--- src/rtl/eth_phy_10g_pkg.sv ---
// Shared definitions for the 10GBASE-R RX link controller: state encoding,
// default timeout constants and a width helper.
package eth_phy_10g_pkg;

  // State encodings, kept as localparams so the encoding is visible in one place.
  localparam logic [2:0] STATE_IDLE      = 3'd0;
  localparam logic [2:0] STATE_RESET     = 3'd1;
  localparam logic [2:0] STATE_HOLDOFF   = 3'd2;
  localparam logic [2:0] STATE_WAIT_LOCK = 3'd3;
  localparam logic [2:0] STATE_LINK_UP   = 3'd4;
  localparam logic [2:0] STATE_TEST      = 3'd5;
  localparam logic [2:0] STATE_FAULT     = 3'd6;

  typedef enum logic [2:0] {
    StIdle     = STATE_IDLE,
    StReset    = STATE_RESET,
    StHoldoff  = STATE_HOLDOFF,
    StWaitLock = STATE_WAIT_LOCK,
    StLinkUp   = STATE_LINK_UP,
    StTest     = STATE_TEST,
    StFault    = STATE_FAULT
  } link_state_e;

  // Default timeouts, in rx_clk cycles.
  localparam int unsigned DEF_RESET_CYCLES   = 16;
  localparam int unsigned DEF_HOLDOFF_CYCLES = 64;
  localparam int unsigned DEF_LOCK_TIMEOUT   = 65536;
  localparam int unsigned DEF_BER_TIMEOUT    = 4096;
  localparam int unsigned DEF_MAX_RETRIES    = 15;

  // Counter width able to hold value-1; never narrower than one bit.
  function automatic int unsigned clog2_min1(input int unsigned value);
    return (value <= 2) ? 1 : $clog2(value);
  endfunction

endpackage

--- src/rtl/eth_phy_10g_link_timer.sv ---
// Loadable up-counter with synchronous clear and terminal-count compare.
module eth_phy_10g_link_timer #(
  parameter int unsigned WIDTH = 16
) (
  input  logic             i_clk,
  input  logic             i_rst,
  input  logic             i_clr,
  input  logic             i_en,
  input  logic             i_load,
  input  logic [WIDTH-1:0] i_load_val,
  input  logic [WIDTH-1:0] i_tc_val,
  output logic             o_tc
);

  logic [WIDTH-1:0] r_count;

  // Count register: clear beats load, load beats increment.
  always_ff @(posedge i_clk or posedge i_rst) begin
    if (i_rst) begin
      r_count <= '0;
    end else if (i_clr) begin
      r_count <= '0;
    end else if (i_load) begin
      r_count <= i_load_val;
    end else if (i_en) begin
      r_count <= r_count + WIDTH'(1);
    end
  end

  assign o_tc = (r_count == i_tc_val);

endmodule

--- src/rtl/eth_phy_10g_rx_link_ctrl.sv ---
// 10GBASE-R RX link bring-up/recovery controller: sequences SERDES/PCS RX
// resets, waits for lock, supervises lock/BER while up and owns PRBS31 test mode.
module eth_phy_10g_rx_link_ctrl
  import eth_phy_10g_pkg::*;
#(
  parameter int unsigned RESET_CYCLES   = DEF_RESET_CYCLES,
  parameter int unsigned HOLDOFF_CYCLES = DEF_HOLDOFF_CYCLES,
  parameter int unsigned LOCK_TIMEOUT   = DEF_LOCK_TIMEOUT,
  parameter int unsigned BER_TIMEOUT    = DEF_BER_TIMEOUT,
  parameter int unsigned MAX_RETRIES    = DEF_MAX_RETRIES
) (
  input  logic       rx_clk,
  input  logic       rx_rst,
  input  logic       cfg_enable,
  input  logic       cfg_prbs31_req,
  input  logic       rx_block_lock,
  input  logic       rx_high_ber,
  input  logic       rx_status,
  output logic       serdes_rx_reset_req,
  output logic       pcs_rx_rst,
  output logic       link_up,
  output logic       link_fault,
  output logic       cfg_tx_prbs31_enable,
  output logic       cfg_rx_prbs31_enable,
  output logic [3:0] retry_count,
  output logic [7:0] link_drop_count
);

  localparam int unsigned MaxState =
      (RESET_CYCLES > HOLDOFF_CYCLES) ?
      ((RESET_CYCLES > LOCK_TIMEOUT) ? RESET_CYCLES : LOCK_TIMEOUT) :
      ((HOLDOFF_CYCLES > LOCK_TIMEOUT) ? HOLDOFF_CYCLES : LOCK_TIMEOUT);
  localparam int unsigned TimerW = clog2_min1(MaxState);
  localparam int unsigned BerW   = clog2_min1(BER_TIMEOUT);
  localparam logic [3:0]  RetryMax = 4'(MAX_RETRIES);

  link_state_e       r_state_q;
  link_state_e       w_state_d;
  logic [3:0]        r_retry_q;
  logic [3:0]        w_retry_d;
  logic [3:0]        w_retry_inc;
  logic [7:0]        r_drop_q;
  logic [7:0]        w_drop_d;
  logic [7:0]        w_drop_inc;

  logic              w_timer_en;
  logic              w_timer_clr;
  logic              w_timer_tc;
  logic [TimerW-1:0] w_timer_tc_val;

  logic              w_ber_clr;
  logic              w_ber_tc;
  logic              w_ber_expire;

  logic              r_serdes_rst;
  logic              r_pcs_rst;
  logic              r_link_up;
  logic              r_link_fault;
  logic              r_prbs_en;

  // Terminal count for the shared state timer, selected by the current state.
  always_comb begin
    w_timer_tc_val = '0;
    w_timer_en     = 1'b0;
    unique case (r_state_q)
      StReset: begin
        w_timer_tc_val = TimerW'(RESET_CYCLES - 1);
        w_timer_en     = 1'b1;
      end
      StHoldoff: begin
        w_timer_tc_val = TimerW'(HOLDOFF_CYCLES - 1);
        w_timer_en     = 1'b1;
      end
      StWaitLock: begin
        w_timer_tc_val = TimerW'(LOCK_TIMEOUT - 1);
        w_timer_en     = 1'b1;
      end
      default: ;
    endcase
  end

  // Restart the timer on every state change so each state sees a fresh count.
  assign w_timer_clr = (w_state_d != r_state_q);

  eth_phy_10g_link_timer #(
    .WIDTH (TimerW)
  ) u_state_timer (
    .i_clk      (rx_clk),
    .i_rst      (rx_rst),
    .i_clr      (w_timer_clr),
    .i_en       (w_timer_en),
    .i_load     (1'b0),
    .i_load_val ('0),
    .i_tc_val   (w_timer_tc_val),
    .o_tc       (w_timer_tc)
  );

  // BER persistence: counts consecutive high_ber cycles, only while link is up.
  assign w_ber_clr    = (r_state_q != StLinkUp) || !rx_high_ber;
  assign w_ber_expire = (r_state_q == StLinkUp) && rx_high_ber && w_ber_tc;

  eth_phy_10g_link_timer #(
    .WIDTH (BerW)
  ) u_ber_timer (
    .i_clk      (rx_clk),
    .i_rst      (rx_rst),
    .i_clr      (w_ber_clr),
    .i_en       (1'b1),
    .i_load     (1'b0),
    .i_load_val ('0),
    .i_tc_val   (BerW'(BER_TIMEOUT - 1)),
    .o_tc       (w_ber_tc)
  );

  assign w_retry_inc = (r_retry_q == RetryMax) ? r_retry_q : r_retry_q + 4'd1;
  assign w_drop_inc  = (r_drop_q == 8'hFF) ? r_drop_q : r_drop_q + 8'd1;

  // Next-state and counter update; cfg_enable low overrides everything.
  always_comb begin
    w_state_d = r_state_q;
    w_retry_d = r_retry_q;
    w_drop_d  = r_drop_q;
    if (!cfg_enable) begin
      w_state_d = StIdle;
    end else begin
      unique case (r_state_q)
        StIdle: begin
          w_state_d = StReset;
          w_retry_d = 4'd0;
        end
        StReset: begin
          if (w_timer_tc) w_state_d = StHoldoff;
        end
        StHoldoff: begin
          if (w_timer_tc) w_state_d = StWaitLock;
        end
        StWaitLock: begin
          if (rx_status) begin
            w_state_d = StLinkUp;
            w_retry_d = 4'd0;
          end else if (w_timer_tc) begin
            w_retry_d = w_retry_inc;
            w_state_d = (w_retry_inc == RetryMax) ? StFault : StReset;
          end
        end
        StLinkUp: begin
          if (!rx_block_lock || w_ber_expire) begin
            w_state_d = StReset;
            w_drop_d  = w_drop_inc;
          end else if (cfg_prbs31_req) begin
            w_state_d = StTest;
          end
        end
        StTest: begin
          if (!cfg_prbs31_req) w_state_d = StReset;
        end
        StFault: ;
        default: w_state_d = StIdle;
      endcase
    end
  end

  // State, counters and outputs; outputs decode the next state so they line up
  // with the state register.
  always_ff @(posedge rx_clk or posedge rx_rst) begin
    if (rx_rst) begin
      r_state_q    <= StIdle;
      r_retry_q    <= 4'd0;
      r_drop_q     <= 8'd0;
      r_serdes_rst <= 1'b0;
      r_pcs_rst    <= 1'b0;
      r_link_up    <= 1'b0;
      r_link_fault <= 1'b0;
      r_prbs_en    <= 1'b0;
    end else begin
      r_state_q    <= w_state_d;
      r_retry_q    <= w_retry_d;
      r_drop_q     <= w_drop_d;
      r_serdes_rst <= (w_state_d == StReset);
      r_pcs_rst    <= (w_state_d == StReset);
      r_link_up    <= (w_state_d == StLinkUp);
      r_link_fault <= (w_state_d == StFault);
      r_prbs_en    <= (w_state_d == StTest);
    end
  end

  assign serdes_rx_reset_req  = r_serdes_rst;
  assign pcs_rx_rst           = r_pcs_rst;
  assign link_up              = r_link_up;
  assign link_fault           = r_link_fault;
  assign cfg_tx_prbs31_enable = r_prbs_en;
  assign cfg_rx_prbs31_enable = r_prbs_en;
  assign retry_count          = r_retry_q;
  assign link_drop_count      = r_drop_q;

endmodule

--- config.mk ---
export PLATFORM = sky130hd
export DESIGN_NAME = eth_phy_10g_rx_link_ctrl
export DESIGN_NICKNAME = d
export VERILOG_FILES = /design/src/rtl/eth_phy_10g_pkg.sv /design/src/rtl/eth_phy_10g_link_timer.sv /design/src/rtl/eth_phy_10g_rx_link_ctrl.sv
export SDC_FILE = /design/constraint.sdc
export NUM_CORES = 1
export LEC_CHECK = 0
export CAP_MARGIN = 20
export CORE_MARGIN = 8
export CORE_UTILIZATION = 61
export CTS_CLUSTER_SIZE = 8
export DETAILED_ROUTE_END_ITERATION = 6
export PLACE_DENSITY_LB_ADDON = 0.1
export SLEW_MARGIN = 20
export SYNTH_ARGS = -nofsm -noshare
export SYNTH_HDL_FRONTEND = slang
export SYNTH_SLANG_ARGS = --single-unit
--- constraint.sdc ---
create_clock -name rx_clk -period 4.3 [get_ports rx_clk]
set_input_delay 0.86 -clock rx_clk [delete_from_list [all_inputs] [get_ports rx_clk]]
set_output_delay 0.86 -clock rx_clk [all_outputs]
set_load 0.02 [all_outputs]
==> flow_summary.toml <==
[detailed_routing]
routed_wl_um = 5164
met1_length_um = 2480
detail-route-antenna-nets = 0
wl_met2_um = 2366
drt_pass1_iterations = 4
wl_met3_um = 260
wl_per_cell_um = 14.97
drt_iter0_drc = 125
vias = 2033
avgViaCountPerCell = 5.893
top_layer = "met4"
drc_errors = 0

[synthesis]
yosys.area_share.simple_pct = 25.63
async_flop_share_pct = 100.0
synth_top_family_by_area = "simple AND/OR/NAND/NOR gates"
synthCells = 272
synth_cell_type_count = 49
yosys-mux-area-fraction_pct = 1.744
syn_area_um2 = 2582
synth_edf_count = 0
synth_xor_area_share_pct = 10.51
synth_common_cells = "dfrtp_1, nor2_1, nand2_1"
syn_avg_cell_area_um2 = 9.494
synth_area_leaders = "dfrtp_1, nor2_1, xnor2_1, xor2_1, nand2_1"
synth_top_cell_area_share_pct = 45.54
yosysSeqAreaShare_pct = 45.54
synthAdderAreaFrac_pct = 1.938
yosysWarnings = 0
synth-main-ff-cell = "dfrtp_1"
synth_compound_area_share_pct = 11.72
synth.most_common_cell = "dfrtp_1"
syn_nets = 283
synth_seq_cells = 47
yosys.area.top_type = "dfrtp_1"

[placed_design]
place.gp.congestion = 0.8834
post-dp-hpwl_um = 3708
port_buffers = 24
preCtsSetupSlack_ns = 1.330
placed_area_um2 = 2840

[worst_setup_path]
cp_num_buf_inv = 2
critPathTopFamily = "compound AO/OA/AOI/OAI gates"
crit_type = "in2reg"
crit_chain = "clkdlybuf4s50_1 -> inv_1 -> or2_2 -> a21oi_1 -> a31oi_1 -> a221o_1 -> a21oi_1"
critPathLaunchType = "primary input"
critPathMaxStageDelay_ns = 0.55
endpoint_kind = "register"
slowest_stage = "clkdlybuf4s50_1"
crit_fanout = 16
arrival_ns = 2.85
required_ns = 4.51
critPathMostFrequentCell = "a21oi_1"

[cells_and_area]
syn2layout_area_growth_pct = 13.28
num_antenna_cells = 0
nets = 305
drive_gt1_share_pct = 6.780
final_cell_area_um2 = 2925

[global_route]
grt_pass1_wl_um = 8804
grt_pass1_vias = 1877
antenna_found_initial = 0
overflow = 0
grt.total_usage_pct = 16.88
grt_max_degree = 48

[timing]
setup_tns_ns = 0
period_share_pct = 61.41
setup_ws_ns = 1.659
hold_viol_final = 0
max_slew.worst_pin.slew_ns = 0.9499
rsz0062_at_grt = "false"
clock_skew_ns = 0.007178
post-route-min-period_ns = 2.641
finalSetupViolCount = 0
final_max_slew_viol_count = 0
slew_headroom_pct = 36.58
timing.fmax_mhz = 378.7

[pwr]
p_seq_share_pct = 48.1
p_sw_uw = 377.0
swShare_pct = 34.73
p_per_area_nw_per_um2 = 371.1
ir_drop_v = 0.0002529
p_leak_uw = 0.001200
p_int_uw = 708.6
p_clk_share_pct = 24.2
pwr-share-comb_pct = 27.6

[job]
drv_cap = 0

[floorplan]
core_um2 = 4029
num_rows = 23
die_h_um = 81.07
start_util_pct = 64.10
die_width_um = 81.07
die_area_um2 = 6572
io_pins = 25

[clocking]
cts.sinks = 47
clkLatencyLatePin_ns = 0.30
cts_setup_buffers = 0
cts_buffers = 5
h-tree-depth = 2
cts_tree = "yes"
cts-root-buf = "clkbuf_8"
cts_resized = 0
cts-hold-fix-buffers = 0
clkSlewWorstSetupHoldPaths_ns = 0.08
cts_buffer_depth = 2

[status]
status = "completed"

[hold_path]
hold_path_class = "reg2reg"
final timing paths:
kind	startpoint	to	slack, ns	cells after the start
max in group asynchronous	rx_rst	u_state_timer.r_count[5]$_DFFE_PP0P_	2.61	2
setup / recovery	cfg_enable	u_state_timer.r_count[1]$_DFFE_PP0P_	1.66	7
hold / removal	u_ber_timer.r_count[0]$_DFF_PP0_	u_ber_timer.r_count[0]$_DFF_PP0_	0.49	1
setup reg to reg	r_state_q[0]$_DFF_PP0_	u_state_timer.r_count[1]$_DFFE_PP0P_	1.74	6
hold reg to reg	u_ber_timer.r_count[0]$_DFF_PP0_	u_ber_timer.r_count[0]$_DFF_PP0_	0.49	1
min in group asynchronous	rx_rst	r_state_q[2]$_DFF_PP0_	1.09	2
flip-flops by register name, summed over array words and instances (netlist names):
| signal | cells |
|---|---|
| u_state_timer.r_count | 16 |
| link_drop_count | 8 |
| cfg_rx_prbs31_enable | 1 |
| u_ber_timer.r_count | 12 |
| link_fault | 1 |
| r_state_q | 3 |
| link_up | 1 |
| retry_count | 4 |
| pcs_rx_rst | 1 |
area by class of cell:
type / instances / area (um^2)
clock buffer: 6 / 72.57
tap: 50 / 62.56
timing repair buffer: 24 / 240.2
inverter: 8 / 30.03
clock inverter: 2 / 12.51
sequential: 47 / 1176
fill: 312 / 1104
multi-input combinational: 208 / 1331
cells by family (layout without fill, tap and decap cells):
kind of cell	Yosys count	after routing
AOI/OAI and AO/OA	43	43
xor gates and xnor gates	31	31
and+or+nand+nor	126	126
adders and majority gates	4	4
buffers and inverters	17	40
DFF	47	47
muxes	4	4
worst reg2reg max path, cell delays in order, from the launching register on:
cell	delay, ns
dfrtp_1	0.71
nand3b_1	0.25
and4_1	0.24
o211ai_2	0.36
nor2_1	0.10
a221o_1	0.57
a21oi_1	0.24
layer usage:
metal / track usage (%) / vias up
met5: 0 / -
met4: 7.321 / 0
met3: 4.415 / 6
met2: 25.58 / 41
met1: 22.31 / 982
li1: - / 1004
power groups by stage:
| stage | clock network, uW | logic (uW) | registers, uW |
|---|---|---|---|
| floorplan | 0 | 244 | 512 |
| global route | 286 | 330 | 529 |
| global placement | 0 | 297 | 529 |
| finish | 263 | 300 | 523 |
| detailed placement | 0 | 301 | 530 |
| CTS | 266 | 302 | 521 |
per-stage QoR:
stage	instances	util (%)	total power [uW]	hold WS [ns]
6_report	345	72.61	1086	0.4867
5_1_grt	345	72.61	1146	0.5179
4_1_cts	345	72.61	1090	0.4883
3_5_place_dp	337	70.50	830.8	0.4768
3_3_place_gp	337	70.50	826.0	0.4745
2_1_floorplan	272	-	755.6	0.4476
layout by cell type, fill, tap and decap left out, types with 3 or more instances in the layout:
| cell type | count |
|---|---|
| dfrtp_1 | 47 |
| nor2_1 | 39 |
| clkdlybuf4s50_1 | 24 |
| nand2_1 | 20 |
| xnor2_1 | 16 |
| nand3_1 | 15 |
| xor2_1 | 15 |
| a21oi_1 | 14 |
| nand4_1 | 11 |
| o21ai_0 | 10 |
| nand2b_1 | 7 |
| inv_1 | 7 |
| and4_1 | 5 |
| clkbuf_8 | 5 |
| nor4_1 | 4 |
| and3_1 | 4 |
| or3_1 | 4 |
| ha_1 | 4 |
| or2_2 | 3 |
| nor3_1 | 3 |
| and2_1 | 3 |
No activity file was read; power rests on OpenSTA's default activity.
